File: src/rtl/gilbert_tx_scheduler_if.sv
// Frame-request / symbol-strobe bundle between the frame source, the
// gilbert_tx_scheduler and the Gilbert-Elliott channel model.
interface gilbert_tx_scheduler_if #(
    parameter int unsigned LEN_W = 8,
    parameter int unsigned CNT_W = 16
);
    logic             channel_state;
    logic             req_valid;
    logic [LEN_W-1:0] req_len;
    logic             req_ready;
    logic             tx_en;
    logic [LEN_W-1:0] tx_idx;
    logic             tx_start;
    logic             busy;
    logic             done_valid;
    logic             done_ok;
    logic [2:0]       done_tries;
    logic [CNT_W-1:0] stat_good;
    logic [CNT_W-1:0] stat_retry;
    logic [CNT_W-1:0] stat_drop;

    modport master (
        input  channel_state, req_valid, req_len,
        output req_ready, tx_en, tx_idx, tx_start, busy,
               done_valid, done_ok, done_tries,
               stat_good, stat_retry, stat_drop
    );

    modport slave (
        output channel_state, req_valid, req_len,
        input  req_ready, tx_en, tx_idx, tx_start, busy,
               done_valid, done_ok, done_tries,
               stat_good, stat_retry, stat_drop
    );
endinterface

File: src/rtl/gilbert_tx_scheduler.sv
// Frame transmit scheduler over a Gilbert-Elliott channel with exponential backoff.
// Define GILBERT_SCHED_STATS_EN to enable the saturating statistics counters.
module gilbert_tx_scheduler #(
    parameter int unsigned LEN_W        = 8,
    parameter int unsigned MAX_TRY      = 4,
    parameter int unsigned GOOD_RUN     = 2,
    parameter int unsigned WAIT_MAX     = 64,
    parameter int unsigned BASE_BACKOFF = 4,
    parameter int unsigned BO_CAP       = 3,
    parameter int unsigned CNT_W        = 16
) (
    input logic                   clk,
    input logic                   reset,
    gilbert_tx_scheduler_if.master bus
);
    typedef enum logic [2:0] {
        S_IDLE, S_WAIT_GOOD, S_SEND, S_BACKOFF, S_DONE, S_DROP
    } state_e;

    localparam int unsigned RUN_W  = $clog2(GOOD_RUN + 1);
    localparam int unsigned WAIT_W = $clog2(WAIT_MAX + 1);
    localparam int unsigned BO_MAX = BASE_BACKOFF << BO_CAP;
    localparam int unsigned BO_W   = $clog2(BO_MAX + 1);

    localparam logic [RUN_W-1:0]  RUN_LAST  = RUN_W'(GOOD_RUN - 1);
    localparam logic [WAIT_W-1:0] WAIT_LAST = WAIT_W'(WAIT_MAX - 1);
    localparam logic [2:0]        TRY_LAST  = 3'(MAX_TRY);
    localparam logic [2:0]        CAP_SH    = 3'(BO_CAP);
    localparam logic [BO_W-1:0]   BO_BASE   = BO_W'(BASE_BACKOFF);

    state_e            state_q, state_d;
    logic [LEN_W-1:0]  len_q, len_d;
    logic [LEN_W-1:0]  idx_q, idx_d;
    logic [2:0]        try_q, try_d;
    logic [RUN_W-1:0]  run_q, run_d;
    logic [WAIT_W-1:0] wait_q, wait_d;
    logic [BO_W-1:0]   bo_q, bo_d;
    logic              fail;
    logic              drop_en;
    logic [2:0]        try_m1;
    logic [2:0]        bo_sh;
    logic [BO_W-1:0]   bo_len;

    // Shift saturates at BO_CAP and is applied at backoff-counter width.
    assign try_m1 = try_q - 3'd1;
    assign bo_sh  = (try_m1 > CAP_SH) ? CAP_SH : try_m1;
    assign bo_len = BO_BASE << bo_sh;

    always_ff @(posedge clk) begin
        if (reset) begin
            state_q <= S_IDLE;
            len_q   <= '0;
            idx_q   <= '0;
            try_q   <= '0;
            run_q   <= '0;
            wait_q  <= '0;
            bo_q    <= '0;
        end else begin
            state_q <= state_d;
            len_q   <= len_d;
            idx_q   <= idx_d;
            try_q   <= try_d;
            run_q   <= run_d;
            wait_q  <= wait_d;
            bo_q    <= bo_d;
        end
    end

    always_comb begin
        state_d = state_q;
        len_d   = len_q;
        idx_d   = idx_q;
        try_d   = try_q;
        run_d   = run_q;
        wait_d  = wait_q;
        bo_d    = bo_q;
        fail    = 1'b0;
        drop_en = 1'b0;
        case (state_q)
            S_IDLE: begin
                if (bus.req_valid) begin
                    len_d = bus.req_len;
                    try_d = '0;
                    if (bus.req_len == '0) begin
                        state_d = S_DONE;
                    end else begin
                        state_d = S_WAIT_GOOD;
                        try_d   = 3'd1;
                        run_d   = '0;
                        wait_d  = '0;
                        idx_d   = '0;
                    end
                end
            end
            S_WAIT_GOOD: begin
                if (bus.channel_state && run_q == RUN_LAST) begin
                    state_d = S_SEND;
                    idx_d   = '0;
                end else begin
                    run_d = bus.channel_state ? run_q + RUN_W'(1) : '0;
                    if (wait_q == WAIT_LAST) fail = 1'b1;
                    else wait_d = wait_q + WAIT_W'(1);
                end
            end
            S_SEND: begin
                if (!bus.channel_state) fail = 1'b1;
                else if (idx_q == len_q - LEN_W'(1)) state_d = S_DONE;
                else idx_d = idx_q + LEN_W'(1);
            end
            S_BACKOFF: begin
                if (bo_q <= BO_W'(1)) begin
                    state_d = S_WAIT_GOOD;
                    try_d   = try_q + 3'd1;
                    run_d   = '0;
                    wait_d  = '0;
                    idx_d   = '0;
                end else begin
                    bo_d = bo_q - BO_W'(1);
                end
            end
            S_DONE, S_DROP: state_d = S_IDLE;
            default: state_d = S_IDLE;
        endcase
        if (fail) begin
            if (try_q == TRY_LAST) begin
                state_d = S_DROP;
                drop_en = 1'b1;
            end else begin
                state_d = S_BACKOFF;
                bo_d    = bo_len;
            end
        end
    end

    assign bus.req_ready  = (state_q == S_IDLE) && !reset;
    assign bus.busy       = (state_q != S_IDLE);
    assign bus.tx_en      = (state_q == S_SEND);
    assign bus.tx_idx     = (state_q == S_SEND) ? idx_q : '0;
    assign bus.tx_start   = (state_q == S_SEND) && (idx_q == '0);
    assign bus.done_valid = (state_q == S_DONE) || (state_q == S_DROP);
    assign bus.done_ok    = (state_q == S_DONE);
    assign bus.done_tries = bus.done_valid ? try_q : '0;

`ifdef GILBERT_SCHED_STATS_EN
    logic [CNT_W-1:0] good_q, retry_q, drop_q;

    always_ff @(posedge clk) begin
        if (reset) begin
            good_q  <= '0;
            retry_q <= '0;
            drop_q  <= '0;
        end else begin
            if (bus.channel_state && good_q != '1) good_q <= good_q + CNT_W'(1);
            if (fail && retry_q != '1) retry_q <= retry_q + CNT_W'(1);
            if (drop_en && drop_q != '1) drop_q <= drop_q + CNT_W'(1);
        end
    end

    assign bus.stat_good  = good_q;
    assign bus.stat_retry = retry_q;
    assign bus.stat_drop  = drop_q;
`else
    assign bus.stat_good  = '0;
    assign bus.stat_retry = '0;
    assign bus.stat_drop  = '0;
`endif
endmodule

File: src/flat_wrapper.sv
// flat-port wrapper written by rule: the top's interface ports become plain ports
module gilbert_tx_scheduler_flat 
#(
    parameter int unsigned LEN_W        = 8,
    parameter int unsigned MAX_TRY      = 4,
    parameter int unsigned GOOD_RUN     = 2,
    parameter int unsigned WAIT_MAX     = 64,
    parameter int unsigned BASE_BACKOFF = 4,
    parameter int unsigned BO_CAP       = 3,
    parameter int unsigned CNT_W        = 16
)
  (clk, reset, bus_channel_state, bus_req_valid, bus_req_len, bus_req_ready, bus_tx_en, bus_tx_idx, bus_tx_start, bus_busy, bus_done_valid, bus_done_ok, bus_done_tries, bus_stat_good, bus_stat_retry, bus_stat_drop);
  gilbert_tx_scheduler_if #(.LEN_W(LEN_W), .CNT_W(CNT_W)) bus_i ();
  input logic clk;
  input logic reset;
  input wire logic [$bits(bus_i.channel_state)-1:0] bus_channel_state;
  input wire logic [$bits(bus_i.req_valid)-1:0] bus_req_valid;
  input wire logic [$bits(bus_i.req_len)-1:0] bus_req_len;
  output wire logic [$bits(bus_i.req_ready)-1:0] bus_req_ready;
  output wire logic [$bits(bus_i.tx_en)-1:0] bus_tx_en;
  output wire logic [$bits(bus_i.tx_idx)-1:0] bus_tx_idx;
  output wire logic [$bits(bus_i.tx_start)-1:0] bus_tx_start;
  output wire logic [$bits(bus_i.busy)-1:0] bus_busy;
  output wire logic [$bits(bus_i.done_valid)-1:0] bus_done_valid;
  output wire logic [$bits(bus_i.done_ok)-1:0] bus_done_ok;
  output wire logic [$bits(bus_i.done_tries)-1:0] bus_done_tries;
  output wire logic [$bits(bus_i.stat_good)-1:0] bus_stat_good;
  output wire logic [$bits(bus_i.stat_retry)-1:0] bus_stat_retry;
  output wire logic [$bits(bus_i.stat_drop)-1:0] bus_stat_drop;
  assign bus_i.channel_state = bus_channel_state;
  assign bus_i.req_valid = bus_req_valid;
  assign bus_i.req_len = bus_req_len;
  assign bus_req_ready = bus_i.req_ready;
  assign bus_tx_en = bus_i.tx_en;
  assign bus_tx_idx = bus_i.tx_idx;
  assign bus_tx_start = bus_i.tx_start;
  assign bus_busy = bus_i.busy;
  assign bus_done_valid = bus_i.done_valid;
  assign bus_done_ok = bus_i.done_ok;
  assign bus_done_tries = bus_i.done_tries;
  assign bus_stat_good = bus_i.stat_good;
  assign bus_stat_retry = bus_i.stat_retry;
  assign bus_stat_drop = bus_i.stat_drop;
  gilbert_tx_scheduler #(.LEN_W(LEN_W), .MAX_TRY(MAX_TRY), .GOOD_RUN(GOOD_RUN), .WAIT_MAX(WAIT_MAX), .BASE_BACKOFF(BASE_BACKOFF), .BO_CAP(BO_CAP), .CNT_W(CNT_W)) u_core (.clk(clk), .reset(reset), .bus(bus_i));
endmodule
File: config.mk
export PLATFORM = sky130hd
export DESIGN_NAME = gilbert_tx_scheduler_flat
export DESIGN_NICKNAME = d
export VERILOG_FILES = /design/src/rtl/gilbert_tx_scheduler_if.sv /design/src/rtl/gilbert_tx_scheduler.sv /design/src/flat_wrapper.sv
export SDC_FILE = /design/constraint.sdc
export NUM_CORES = 1
export LEC_CHECK = 0
export CAP_MARGIN = 20
export CORE_UTILIZATION = 30
export DETAILED_ROUTE_END_ITERATION = 8
export PLACE_DENSITY_LB_ADDON = 0.12
export SETUP_SLACK_MARGIN = 0.02
export SLEW_MARGIN = 0
export SYNTH_ARGS = -nofsm -noshare
export SYNTH_HDL_FRONTEND = slang
export SYNTH_SLANG_ARGS = --single-unit
File: constraint.sdc
create_clock -name clk -period 3 [get_ports clk]
set_input_delay 0.6 -clock clk [delete_from_list [all_inputs] [get_ports clk]]
set_output_delay 0.6 -clock clk [all_outputs]
set_load 0.02 [all_outputs]
==> qor.tcl <==
set qor(endpoint_kind) {output port}
set qor(finalNonFillerCells) 500
set qor(grt_max_degree) 32
set qor(largest_family_of_logic_cells_by_synthesized_area) {simple AND/OR/NAND/NOR gates}
set qor(nets) 414
set qor(power_density_nw_per_um2) 717.9
set qor(floorplan.die.width_um) 98.23
set qor(post_synth_main_area_contributors) {sky130_fd_sc_hd__dfxtp_1, sky130_fd_sc_hd__buf_4, sky130_fd_sc_hd__a21oi_1}
set qor(timing.slew.headroom_pct) 57.34
set qor(route.vias.total) 2413
set qor(timing.critical_path.fanout_max) 8
set qor(syn_avg_cell_area_um2) 7.673
set qor(chipHeight_um) 98.23
set qor(synth_async_sr_flop_share_pct) 0
set qor(worst_ir_drop_vdd_mv) 0.3256
set qor(path_buf_inv) 2
set qor(grt_first_pass_wirelength_um) 10700
set qor(iteration_count_of_the_initial_detailed_routing_pass) 8
set qor(cts.htree.levels) 2
set qor(post_cts_resize_count) 0
set qor(post_synth_num_cell_types) 58
set qor(tritoncts.num_buffers) 5
set qor(wire_per_inst_um) 12.70
set qor(synth_xor_area_share_pct) 3.784
set qor(maxSlewViolCount) 0
set qor(netlist_area_um2) 2778
set qor(route.detailed.drc) 7
set qor(num_io_pins) 77
set qor(share_of_the_synthesized_area_in_compound_gates_ao_oa_aoi_oai_pct) 20.45
set qor(floorplan.initialDensity_pct) 31.39
set qor(sequential_fraction_of_the_synthesis_area_pct) 26.67
set qor(drive_gt1_share_pct) 7.398
set qor(switching_share_pct) 44.83
set qor(synth-seq-cells) 37
set qor(max_cap_viol_count) 0
set qor(grt_setup_unrepaired) {no}
set qor(violations) {design-rule violations}
set qor(power_switching_w) 0.001006
set qor(critical_path_required_ns) 2.40
set qor(power_w) 0.002243
set qor(yosys.area.top_type_share_pct) 26.67
set qor(ant_nets) 0
set qor(setup_tns_ns) 0
set qor(tightestPinTransition_ns) 0.6378
set qor(placement.setup.worst_slack_ns) 0.2787
set qor(cp_top_family) {buffers and inverters}
set qor(final_cell_area_excluding_filler_cells_um2) 3124
set qor(outcome) {finished, violations left}
set qor(skew_ns) 0.002578
set qor(cp_slowest_cell) {sky130_fd_sc_hd__clkdlybuf4s50_1}
set qor(tritoncts) {done}
set qor(timing.critical_path.depth) 6
set qor(path_class) {flop to output port}
set qor(r2r_cells) 8
set qor(grt_util_all_layers_pct) 13.54
set qor(p_seq_share_pct) 28.7
set qor(grt.overflow.total) 0
set qor(yosysWarningCount) 0
set qor(clkLatencyLatePin_ns) 0.29
set qor(antenna_found_initial) 0
set qor(yosys.area.top_type) {sky130_fd_sc_hd__dfxtp_1}
set qor(internal-power_w) 0.001237
set qor(clockRootBuffer) {sky130_fd_sc_hd__clkbuf_8}
set qor(core_area_um2) 8848
set qor(cellLeakagePower_nw) 1.225
set qor(cts_sinks) 37
set qor(critPathArrivalTime_ns) 2.07
set qor(synth_edf_count) 0
set qor(cell_count_after_placement) 492
set qor(first_global_vias) 2195
set qor(detail_route.wirelength_um) 6349
set qor(max_clock_freq_mhz) 373.9
set qor(drt-vias-per-instance) 4.826
set qor(final.period_utilization_pct) 89.15
set qor(n_antenna_cell) 0
set qor(share_of_synthesized_area_spent_on_multiplexers_pct) 0.7658
set qor(number_of_rows_created_at_floorplan) 34
set qor(synth_adder_area_share_pct) 4.955
set qor(worst_hold_path_type) {flop to flop}
set qor(detailedPlacementHpwl_um) 4903
set qor(synth-main-ff-cell) {sky130_fd_sc_hd__dfxtp_1}
set qor(clkTransAtPathRegs_ns) 0.07
set qor(startpoint_type) {flop}
set qor(whs_path_depth) 2
set qor(drc_violation_total_after_the_first_tritonroute_iteration) 114
set qor(hold_violations) 0
set qor(clock_power_share_pct) 17.3
set qor(place_area_um2) 3023
set qor(flow.area_growth_from_synthesis_pct) 12.48
set qor(path_cells) {inv_1, ha_1, nor4b_1, nand2_1, nor4_1, clkdlybuf4s50_1}
set qor(numPortBuffers) 28
set qor(yosys.area_share.simple_pct) 25.90
set qor(pwr-share-comb_pct) 53.9
set qor(timing.final.crit_period_ns) 2.674
set qor(setup-violations-final) 0
set qor(globalplace.congestion) 0.7596
set qor(floorplan.die_area_um2) 9648
set qor(worst_path_largest_cell_delay_ns) 0.65
set qor(setup_ws_ns) 0.3255
set qor(hold_buffers) 0
set qor(postSynthCellCount) 362
set qor(clock_path_buffers) 2
set qor(postCtsSetupRepairBufs) 0
-- sequential cells by signal (all words and copies together), names as in the netlist --
| register | count |
|---|---|
| u_core.state_q | 3 |
| u_core.run_q | 2 |
| u_core.len_q | 8 |
| u_core.bo_q | 6 |
| u_core.try_q | 3 |
| u_core.idx_q | 8 |
| u_core.wait_q | 7 |
-- synthesized netlist by cell type, drive strengths merged, types with 4 or more instances --
| library cell | n |
|---|---|
| a21oi | 37 |
| a311oi | 4 |
| and2 | 7 |
| and3 | 7 |
| buf | 51 |
| clkbuf | 13 |
| dfxtp | 37 |
| ha | 11 |
| inv | 14 |
| nand2 | 42 |
| nand2b | 5 |
| nand3 | 9 |
| nor2 | 17 |
| nor3 | 8 |
| nor4 | 4 |
| o21ai | 18 |
| or3 | 15 |
| or4 | 4 |
| xnor2 | 7 |
| xor2 | 5 |
-- logic make-up (layout without fill, tap and decap cells) --
group,count (synthesis),in the layout
compound gates,85,85
xor+xnor,12,12
simple gates,136,136
flops,37,37
other cells,1,48
buf+inv,78,61
mux,2,2
fa+ha+maj,11,11
-- worst paths after layout --
| kind | start | endpoint | slack, ns |
|---|---|---|---|
| worst min register to register | u_core.run_q[1]$_SDFFE_PP0P_ | u_core.run_q[1]$_SDFFE_PP0P_ | 0.46 |
| worst min-delay path | u_core.run_q[1]$_SDFFE_PP0P_ | u_core.run_q[1]$_SDFFE_PP0P_ | 0.46 |
| worst max-delay path | u_core.idx_q[0]$_SDFFE_PP0P_ | bus_tx_start | 0.33 |
| worst max register to register | u_core.len_q[0]$_SDFFE_PP0P_ | u_core.idx_q[3]$_SDFFE_PP0P_ | 0.50 |
-- layout by cell type (no fill, tap or decap), drive strengths merged, types with 3 or more instances in the layout --
| master | Yosys | layout |
|---|---|---|
| a21oi | 37 | 37 |
| a311oi | 4 | 4 |
| and2 | 7 | 7 |
| and3 | 7 | 7 |
| buf | 51 | 11 |
| clkbuf | 13 | 7 |
| clkdlybuf4s50 | 0 | 28 |
| conb | 1 | 48 |
| dfxtp | 37 | 37 |
| ha | 11 | 11 |
| inv | 14 | 14 |
| nand2 | 42 | 42 |
| nand2b | 5 | 5 |
| nand3 | 9 | 9 |
| nand3b | 3 | 3 |
| nor2 | 17 | 17 |
| nor2b | 3 | 3 |
| nor3 | 8 | 8 |
| nor3b | 3 | 3 |
| nor4 | 4 | 4 |
| o21ai | 18 | 18 |
| o31a | 3 | 3 |
| or2 | 3 | 3 |
| or3 | 15 | 15 |
| or4 | 4 | 4 |
| xnor2 | 7 | 7 |
| xor2 | 5 | 5 |
-- area by class of cell --
class	instances	area [um2]
fillers	966	5724
clock buffers	7	96.34
well taps	108	135.1
multi-input cells	294	1732
repair buffers	39	362.8
clock inverters	1	5.005
inverters	14	52.55
flip-flops and latches	37	740.7
-- per-stage QoR --
stage	utilization, %	hold slack [ns]
2_1_floorplan	-	0.4319
3_3_place_gp	34.16	0.4466
3_5_place_dp	34.16	0.4545
4_1_cts	35.31	0.4665
5_1_grt	35.31	0.4808
6_report	35.31	0.4633
-- routing by layer --
| metal | global-route usage [%] | wire length, um | vias to the layer above |
|---|---|---|---|
| met4 | 2.755 | 42 | 0 |
| met1 | 18.80 | 3143 | 1089 |
| met3 | 2.147 | 263 | 6 |
| li1 | - | - | 1246 |
| met2 | 22.16 | 2899 | 72 |
| met5 | 0 | 0 | - |
-- power by group through the flow --
stage	clock, W	combinational [W]	sequential [W]
after floorplan	0	0.000943	0.000620
after global placement	0	0.00121	0.000654
after detailed placement	0	0.00121	0.000657
after CTS	0.000406	0.00121	0.000645
after global routing	0.000427	0.00136	0.000658
final	0.000389	0.00121	0.000644
-- tightest hold or removal path, cell delays in order (launching register included) --
cell                      delay, ns
sky130_fd_sc_hd__dfxtp_1       0.31
sky130_fd_sc_hd__nand2_1       0.05
sky130_fd_sc_hd__a21oi_1       0.05
Note: power is estimated with default switching activity, not from simulation.
